<file path="src/rtl/debounce_pkg.sv">
// ----------------------------------------------------------------------------
// debounce_pkg
//
// Shared defaults and helpers for the debounce_bank multi-channel debouncer.
//
// Contents:
//   DEF_TICK_DIV        default clk cycles per debounce tick (1 ms at 50 MHz)
//   DEF_DEBOUNCE_TICKS  default ticks of stable input needed to accept a level
//   DEF_LONG_TICKS      default ticks held high before a long-press event
//   DEF_SYNC_STAGES     default synchroniser depth
//   cnt_width(n)        width of a counter that must hold the value n
// ----------------------------------------------------------------------------
package debounce_pkg;

    localparam int DEF_TICK_DIV       = 50000;
    localparam int DEF_DEBOUNCE_TICKS = 20;
    localparam int DEF_LONG_TICKS     = 1000;
    localparam int DEF_SYNC_STAGES    = 2;

    // Bits needed for a counter that runs 0..n inclusive.
    function automatic int cnt_width(input int n);
        return $clog2(n + 1);
    endfunction

endpackage

</file>
<file path="src/rtl/debounce_channel.sv">
// ----------------------------------------------------------------------------
// debounce_channel
//
// One debounced input: synchroniser, candidate/stability counter, accepted
// level, rise/fall event pulses and, when DEBOUNCE_LONGPRESS_EN is defined,
// a hold counter that emits a single long_press pulse per press.
//
// Ports:
//   clk         system clock
//   reset       synchronous, active-high reset
//   tick        shared debounce tick from the prescaler in the top
//   raw         asynchronous pin input
//   debounced   filtered level
//   rise        one-cycle pulse when debounced goes 0->1
//   fall        one-cycle pulse when debounced goes 1->0
//   long_press  one-cycle pulse after LONG_TICKS ticks held high
//               (constant 0 unless DEBOUNCE_LONGPRESS_EN is defined)
// ----------------------------------------------------------------------------
module debounce_channel
    import debounce_pkg::*;
#(
    parameter int   SYNC_STAGES    = DEF_SYNC_STAGES,
    parameter int   DEBOUNCE_TICKS = DEF_DEBOUNCE_TICKS,
    parameter int   LONG_TICKS     = DEF_LONG_TICKS,
    parameter logic RESET_LEVEL    = 1'b0
) (
    input  logic clk,
    input  logic reset,
    input  logic tick,
    input  logic raw,
    output logic debounced,
    output logic rise,
    output logic fall,
    output logic long_press
);

    localparam int             CW      = cnt_width(DEBOUNCE_TICKS);
    localparam logic [CW-1:0]  CNT_MAX = CW'(DEBOUNCE_TICKS);

    logic [SYNC_STAGES-1:0] sync;
    logic                   cand;
    logic [CW-1:0]          cnt;
    logic                   s;

    assign s = sync[SYNC_STAGES-1];

    // Any disagreement between the synchronised input and the candidate
    // restarts the window immediately, tick or not. The counter saturates at
    // CNT_MAX, so the accepted level can only change once per stable window.
    always_ff @(posedge clk) begin
        // NOTE: every register, including the synchroniser, is reset here so
        // no stale pin history survives a reset and no pulse comes out of it.
        if (reset) begin
            sync      <= {SYNC_STAGES{RESET_LEVEL}};
            cand      <= RESET_LEVEL;
            cnt       <= '0;
            debounced <= RESET_LEVEL;
            rise      <= 1'b0;
            fall      <= 1'b0;
        end else begin
            // NOTE: non-blocking assignments let each stage see the previous
            // cycle's value of its neighbour, which is what makes a shift chain.
            sync <= {sync[SYNC_STAGES-2:0], raw};
            rise <= 1'b0;
            fall <= 1'b0;
            if (s != cand) begin
                cand <= s;
                cnt  <= '0;
            end else if (cnt < CNT_MAX) begin
                if (tick) begin
                    cnt <= cnt + CW'(1);
                end
            end else if (debounced != cand) begin
                debounced <= cand;
                rise      <= cand;
                fall      <= ~cand;
            end
        end
    end

`ifdef DEBOUNCE_LONGPRESS_EN
    localparam int             HW       = cnt_width(LONG_TICKS);
    localparam logic [HW-1:0]  HOLD_MAX = HW'(LONG_TICKS);

    logic [HW-1:0] hold;

    // Counts ticks while the accepted level is high; the pulse fires on the
    // single edge where the counter reaches HOLD_MAX, and saturation keeps it
    // from firing again until a release clears the counter.
    always_ff @(posedge clk) begin
        if (reset) begin
            hold       <= '0;
            long_press <= 1'b0;
        end else begin
            long_press <= 1'b0;
            if (!debounced) begin
                hold <= '0;
            end else if (tick && (hold < HOLD_MAX)) begin
                hold       <= hold + HW'(1);
                long_press <= (hold == HOLD_MAX - HW'(1));
            end
        end
    end
`else
    // Without the long-press feature LONG_TICKS has no effect; the term below
    // is constant false and only keeps the parameter referenced.
    assign long_press = 1'b0 & (LONG_TICKS < 0);
`endif

endmodule

</file>
<file path="src/rtl/debounce_bank.sv">
// ----------------------------------------------------------------------------
// debounce_bank
//
// CHANNELS independent debouncers sharing one tick prescaler, so that long
// debounce windows only need narrow per-channel counters. Optional long-press
// detection is enabled by defining the macro DEBOUNCE_LONGPRESS_EN.
//
// Ports:
//   clk         system clock
//   reset       synchronous, active-high reset
//   raw         [CHANNELS-1:0] asynchronous pin inputs
//   debounced   [CHANNELS-1:0] filtered levels
//   rise        [CHANNELS-1:0] one-cycle pulse on debounced 0->1
//   fall        [CHANNELS-1:0] one-cycle pulse on debounced 1->0
//   long_press  [CHANNELS-1:0] one-cycle pulse after LONG_TICKS ticks high
// ----------------------------------------------------------------------------
module debounce_bank
    import debounce_pkg::*;
#(
    parameter int   CHANNELS       = 4,
    parameter int   SYNC_STAGES    = DEF_SYNC_STAGES,
    parameter int   TICK_DIV       = DEF_TICK_DIV,
    parameter int   DEBOUNCE_TICKS = DEF_DEBOUNCE_TICKS,
    parameter int   LONG_TICKS     = DEF_LONG_TICKS,
    parameter logic RESET_LEVEL    = 1'b0
) (
    input  logic                clk,
    input  logic                reset,
    input  logic [CHANNELS-1:0] raw,
    output logic [CHANNELS-1:0] debounced,
    output logic [CHANNELS-1:0] rise,
    output logic [CHANNELS-1:0] fall,
    output logic [CHANNELS-1:0] long_press
);

    logic tick;

    // Prescaler: tick is high during the cycle the counter sits at
    // TICK_DIV-1. A divide of one needs no counter at all.
    if (TICK_DIV == 1) begin : g_no_div
        assign tick = 1'b1;
    end else begin : g_div
        localparam int            PW       = $clog2(TICK_DIV);
        localparam logic [PW-1:0] PRE_LAST = PW'(TICK_DIV - 1);

        logic [PW-1:0] pre;

        always_ff @(posedge clk) begin
            if (reset) begin
                pre <= '0;
            end else if (pre == PRE_LAST) begin
                pre <= '0;
            end else begin
                pre <= pre + PW'(1);
            end
        end

        assign tick = (pre == PRE_LAST);
    end

    for (genvar i = 0; i < CHANNELS; i++) begin : g_ch
        debounce_channel #(
            .SYNC_STAGES    (SYNC_STAGES),
            .DEBOUNCE_TICKS (DEBOUNCE_TICKS),
            .LONG_TICKS     (LONG_TICKS),
            .RESET_LEVEL    (RESET_LEVEL)
        ) u_ch (
            .clk        (clk),
            .reset      (reset),
            .tick       (tick),
            .raw        (raw[i]),
            .debounced  (debounced[i]),
            .rise       (rise[i]),
            .fall       (fall[i]),
            .long_press (long_press[i])
        );
    end

endmodule

</file>
<file path="config.mk">
export PLATFORM = sky130hd
export DESIGN_NAME = debounce_bank
export DESIGN_NICKNAME = d
export VERILOG_FILES = /design/src/rtl/debounce_pkg.sv /design/src/rtl/debounce_channel.sv /design/src/rtl/debounce_bank.sv
export SDC_FILE = /design/constraint.sdc
export NUM_CORES = 1
export LEC_CHECK = 0
export ABC_AREA = 1
export CAP_MARGIN = 40
export CORE_MARGIN = 4
export CORE_UTILIZATION = 40
export DETAILED_ROUTE_END_ITERATION = 7
export DONT_BUFFER_PORTS = 1
export MAX_ROUTING_LAYER = met4
export PLACE_DENSITY = 0.52
export SETUP_SLACK_MARGIN = 0.05
export SYNTH_ARGS = -nofsm -noshare
export SYNTH_HDL_FRONTEND = slang
export SYNTH_SLANG_ARGS = --single-unit
</file>
<file path="constraint.sdc">
create_clock -name clk -period 3.45 [get_ports clk]
set_clock_uncertainty 0.2 [all_clocks]
set_input_delay 0.69 -clock clk [delete_from_list [all_inputs] [get_ports clk]]
set_output_delay 0.69 -clock clk [all_outputs]
set_load 0.005 [all_outputs]
</file>
==> impl_metrics.tcl, run 1 <==
set metrics [dict create \
    postCtsSetupRepairBufs 0 \
    ys_types 32 \
    drv_cap 0 \
    synth_area_um2 2940 \
    drc 0 \
    critPathMaxStageDelay_ps 350 \
    dieWidth_um 93.8 \
    path_class "reg -> reg" \
    drtAntennaViolNets 0 \
    syn_avg_cell_area_um2 7.08 \
    cts-hold-fix-buffers 0 \
    min_period_ps 1690 \
    power_density_nw_per_um2 436 \
    path_common_cell "nor2_1" \
    io-pin-count 22 \
    multi_input_area_um2 1340 \
    vias 2294 \
    grt_pass1_vias 2118 \
    layout_common_cells "nand2_1 (82), inv_1 (71), nor2_1 (69), dfxtp_1 (60), nand3_1 (25)" \
    fin_ws_ps 1760 \
    gr-total-overflow 0 \
    synthToLayoutAreaGrowth_pct 6.63 \
    final_common_cell "nand2_1" \
    critPathRequiredTime_ps 3480 \
    antenna_found_initial 0 \
    grt_pass1_wl_mm 9.07 \
    end_kind "flop" \
    fin_nets 422 \
    yosys_warnings 0 \
    ys_ff_latch 60 \
    io_buffers 0 \
    finalSetupViolations 0 \
    stdcell_count 515 \
    drive_above_1_share 0.0938 \
    finalSetupTns_ps 0 \
    pre_cts_ws_ps 1550 \
    drtPass1Iterations 4 \
    routedWlPerCell_um 10.1 \
    rsz0062_at_grt "false" \
    start_util 0.408 \
    hp-class "reg -> reg" \
    vdd_drop_max_v 0.000190 \
    num_rows 31 \
    numCtsBuffers 9 \
    clock_latency_ps 340 \
    n_fill_cell 778 \
    antennaDiodeCount 0 \
    post-route-period-util 0.489 \
    cp_slowest_cell "dfxtp_1" \
    status "finished clean" \
    placed_area_um2 2940 \
    h-tree-depth 3 \
    cts_tree "built" \
    dp_hpwl_mm 3.81 \
    arrival_ps 1720 \
    fin_util 0.435 \
    cp-start-kind "flop" \
    gp_congestion 0.770 \
    coreArea_um2 7210 \
    vias_per_cell 4.45 \
    cts_num_sinks 60 \
    seq_area_frac_synth 0.408 \
    design_area_um2 3140 \
    clk_pin_slew_ps 70 \
    dieArea_um2 8800 \
    maxSlewViolCount 0 \
    cts_resized 0 \
    clock.fmax_mhz 593 \
    hold_viol 0 \
    p_total_mw 1.37 \
    seqCellArea_um2 1200 \
    dp_cells 499 \
    dieHeight_um 93.8 \
    clockRootBuffer "clkbuf_8" \
    hold_slack_ps 201 \
    grt_max_degree 17 \
    routed_wl_mm 5.22 \
    drtIter0Drc 91 \
    grt_usage 0.134 \
    p_leak_nw 1.27 \
    syn_inst 416 \
    critical_path.cell_chain "ha_1 > nand3_2 > nor2_4 > nand3_1 > nor2_1 > nor2_1" \
    cts_buffer_depth 2 \
    critPathMaxFanout 9 \
]
## metal layers
metal,global-route usage,wire length (um),vias up
met1,0.159,2600,998
li1,-,-,1255
met3,0.0425,204,11
met5,-,0,-
met2,0.209,2330,30
met4,0.0578,89,0
## critical path, delay by kind of cell (launching register included)
kind | cells | cell delay [ps]
simple gates | 5 | 800
fa+ha+maj | 1 | 210
flops | 1 | 350
## flip-flops by register name, indices dropped and copies added (netlist names)
name	cells
g_ch.u_ch.cnt	20
g_div.pre	16
g_ch.u_ch.sync	8
g_ch.u_ch.cand	4
g_ch.u_ch.debounced	4
g_ch.u_ch.fall	4
g_ch.u_ch.rise	4
## final cells by class
class                   instances  share of cell area
flip-flops and latches         60               0.383
inverters                      74              0.0885
well taps                      99              0.0395
clock buffers                   9              0.0395
clock inverters                 7              0.0243
multi-input cells             266               0.426
## power by group
group / total (mW) / switching [mW] / internal, mW
clock network: 0.634 / 0.298 / 0.336
registers: 0.706 / 0.00489 / 0.701
logic: 0.0303 / 0.0215 / 0.00878
## cells in the mapped netlist
| cell | n | area [um2] |
|---|---|---|
| a21oi_1 | 15 | 75.1 |
| o21ai_1 | 5 | 25.0 |
| xnor2_1 | 1 | 8.76 |
| nand2_4 | 1 | 11.3 |
| clkbuf_1 | 1 | 3.75 |
| o211ai_1 | 2 | 15.0 |
| nand2_1 | 82 | 308 |
| nor2_8 | 1 | 20.0 |
| nand3b_1 | 2 | 15.0 |
| ha_1 | 5 | 62.6 |
| buf_2 | 1 | 5.00 |
| o21ai_2 | 1 | 8.76 |
| nand2_2 | 4 | 25.0 |
| nor2_1 | 69 | 259 |
| conb_1 | 1 | 3.75 |
| nor3b_1 | 1 | 7.51 |
| nor3_1 | 4 | 20.0 |
| nor4_1 | 1 | 6.26 |
| and2_1 | 1 | 6.26 |
| inv_2 | 3 | 11.3 |
| o21ai_0 | 12 | 60.1 |
| o21bai_1 | 1 | 7.51 |
| buf_4 | 16 | 120 |
| nor2_4 | 6 | 67.6 |
| buf_6 | 1 | 11.3 |
| nor3_2 | 1 | 10.0 |
| xor2_1 | 7 | 61.3 |
| inv_1 | 71 | 267 |
| nand3_1 | 25 | 125 |
| dfxtp_1 | 60 | 1200 |
| nand4_1 | 9 | 56.3 |
| nand3_2 | 6 | 60.1 |
## path summary, 6_finish.rpt
| kind | startpoint | end | slack (ps) | cells after the start |
|---|---|---|---|---|
| hold reg to reg | g_ch[1].u_ch.sync[0] | g_ch[1].u_ch.sync[1] | 200 | 2 |
| setup reg to reg | g_div.pre[0] | g_ch[0].u_ch.cnt[1] | 1760 | 6 |
| setup / recovery | g_div.pre[0] | g_ch[0].u_ch.cnt[1] | 1760 | 6 |
| hold / removal | g_ch[1].u_ch.sync[0] | g_ch[1].u_ch.sync[1] | 200 | 2 |
## cells by family (layout without fill, tap and decap cells)
| group | count (synthesis) | in the layout | synth area share |
|---|---|---|---|
| buf+inv | 93 | 90 | 0.142 |
| flops | 60 | 60 | 0.408 |
| simple gates | 213 | 213 | 0.339 |
| xor+xnor | 8 | 8 | 0.0238 |
| other cells | 1 | 4 | 0.00127 |
| fa+ha+maj | 5 | 5 | 0.0212 |
| compound gates | 36 | 36 | 0.0650 |
Note: power is estimated with default switching activity, not from simulation.
==> run 2: changes to the inputs <==
PLACE_DENSITY = 0.54   (was 0.52)
clock period = 1.5 ns   (was 3.45 ns; I/O delays follow)
==> run 2 against run 1 <==
  * Die area unchanged
  * Combinational power rose to 4.2 times the previous value
  * The flow now finishes with violations (negative setup slack)
  * Critical endpoint is now g_div.pre[14]
  * Global-route usage is 2.7 points higher
==> impl_metrics.tcl, run 2 (synthesized netlist as in run 1, its figures left out) <==
set metrics [dict create \
    routed_wl_mm 6.49 \
    vdd_drop_max_v 0.000405 \
    numCtsBuffers 9 \
    h-tree-depth 3 \
    clock_latency_ps 340 \
    synthToLayoutAreaGrowth_pct 27.3 \
    placed_area_um2 3110 \
    switching_share 0.246 \
    drc 0 \
    path_class "reg -> reg" \
    maxSlewViolCount 0 \
    status "finished with violations" \
    top_register "g_ch.u_ch.cnt" \
    layout_common_cells "nand2_1 (69), inv_1 (67), nor2_1 (58), dfxtp_1 (51), buf_4 (29)" \
    start_util 0.408 \
    clockPowerShare 0.457 \
    n_fill_cell 714 \
    fin_ws_ps -67.9 \
    drtAntennaViolNets 0 \
    drive_above_1_share 0.279 \
    drtPass1Iterations 4 \
    clockRootBuffer "clkbuf_8" \
    vias_per_cell 4.58 \
    cts_tree "built" \
    largest_reg_flops 20 \
    post-route-period-util 1.05 \
    p_leak_nw 1.52 \
    critPathMaxFanout 5 \
    rr_startpoint "g_div.pre[0]" \
    min_period_ps 1570 \
    pwr-share-seq 0.503 \
    cp-start-kind "flop" \
    critPathRequiredTime_ps 1580 \
    grt_pass1_wl_mm 10.9 \
    cts_buffer_depth 2 \
    violations "negative setup slack" \
    grt_usage 0.161 \
    antenna_found_initial 0 \
    end_kind "flop" \
    cts_num_sinks 60 \
    io_buffers 0 \
    fin_nets 462 \
    crit_start "g_div.pre[0]" \
    arrival_ps 1640 \
    design_area_um2 3750 \
    gr-total-overflow 0 \
    vias 2543 \
    p_switching_mw 0.796 \
    drtIter0Drc 89 \
    gp_congestion 0.782 \
    clk_pin_slew_ps 80 \
    p_comb_frac 0.039 \
    io-pin-count 22 \
    grt_max_degree 13 \
    drv_cap 0 \
    final_common_cell "nand2_1" \
    dieHeight_um 93.8 \
    hold_viol 0 \
    num_rows 31 \
    dieWidth_um 93.8 \
    dp_hpwl_mm 4.12 \
    dieArea_um2 8800 \
    grt_pass1_vias 2309 \
    finalSetupTns_ps -568 \
    hp-class "in -> reg" \
    largestRegisters "g_ch.u_ch.cnt x20, g_div.pre x16, g_ch.u_ch.sync x8" \
    routedWlPerCell_um 11.7 \
    rsz0062_at_grt "true" \
    p_int_mw 2.44 \
    power_density_nw_per_um2 863 \
    dp_cells 518 \
    hold_start "reset" \
    antennaDiodeCount 0 \
    clock.fmax_mhz 638 \
    fin_util 0.519 \
    finalSetupViolations 16 \
    coreArea_um2 7210 \
    stdcell_count 555 \
]
run 2: final timing paths:
check	end	slack [ps]	cells after the start
worst max-delay path	g_div.pre[14]	-70	8
worst min-delay path	g_ch[3].u_ch.cnt[4]	30	3
worst max register to register	g_div.pre[14]	-70	8
worst min register to register	g_ch[1].u_ch.sync[1]	200	2
run 2: layout make-up:
cell class | instances | area, um2 | share of cell area
Clock buffer | 9 | 124 | 0.0331
Tap cell | 99 | 124 | 0.0331
Sequential cell | 60 | 1210 | 0.324
Timing Repair Buffer | 36 | 290 | 0.0775
Clock inverter | 7 | 76.3 | 0.0204
Multi-Input combinational cell | 270 | 1640 | 0.438
Inverter | 74 | 278 | 0.0741
run 2: worst max-delay path, stage by stage, from the launching register on:
cell and delay [ps]:
dfxtp_2 360, ha_4 170, nand2_4 60, nor2_4 140, buf_4 150, nand2_4 70
nor2_4 120, nand3_1 100, a21oi_2 140
run 2: metal layers:
| layer | part of all wire | wire length (um) | vias to the layer above | GRT usage |
|---|---|---|---|---|
| met3 | 0.028 | 183 | 13 | 0.0313 |
| met2 | 0.46 | 2980 | 36 | 0.238 |
| met5 | 0 | 0 | - | - |
| li1 | - | - | 1341 | - |
| met4 | 0.026 | 167 | 0 | 0.0758 |
| met1 | 0.49 | 3160 | 1153 | 0.212 |
run 2: power groups by stage:
stage / Clock, mW / Sequential (mW) / Combinational (mW)
after global placement: 0 / 1.66 / 0.0873
after detailed placement: 0 / 1.66 / 0.0896
after CTS: 1.52 / 1.63 / 0.113
after global routing: 1.60 / 1.63 / 0.144
final: 1.48 / 1.63 / 0.128
after floorplan: 0 / 1.66 / 0.0736
run 2: through the flow:
stage	hold WS [ps]	power (mW)	setup WS, ps
2_1_floorplan	171	1.74	71.8
3_3_place_gp	173	1.75	-67.5
3_5_place_dp	175	1.75	-79.8
4_1_cts	26.1	3.26	-49.0
5_1_grt	62.2	3.38	-192
6_report	31.5	3.24	-67.9
run 2: repair_timing:
item                                    CTS  global route
resized for setup                        26            46
endpoints found under the hold margin    12             0
cloned                                    3             1
setup buffers                             1            11
pin swaps                                16            20
hold buffers                              5             0
endpoints found under the setup margin   34            38
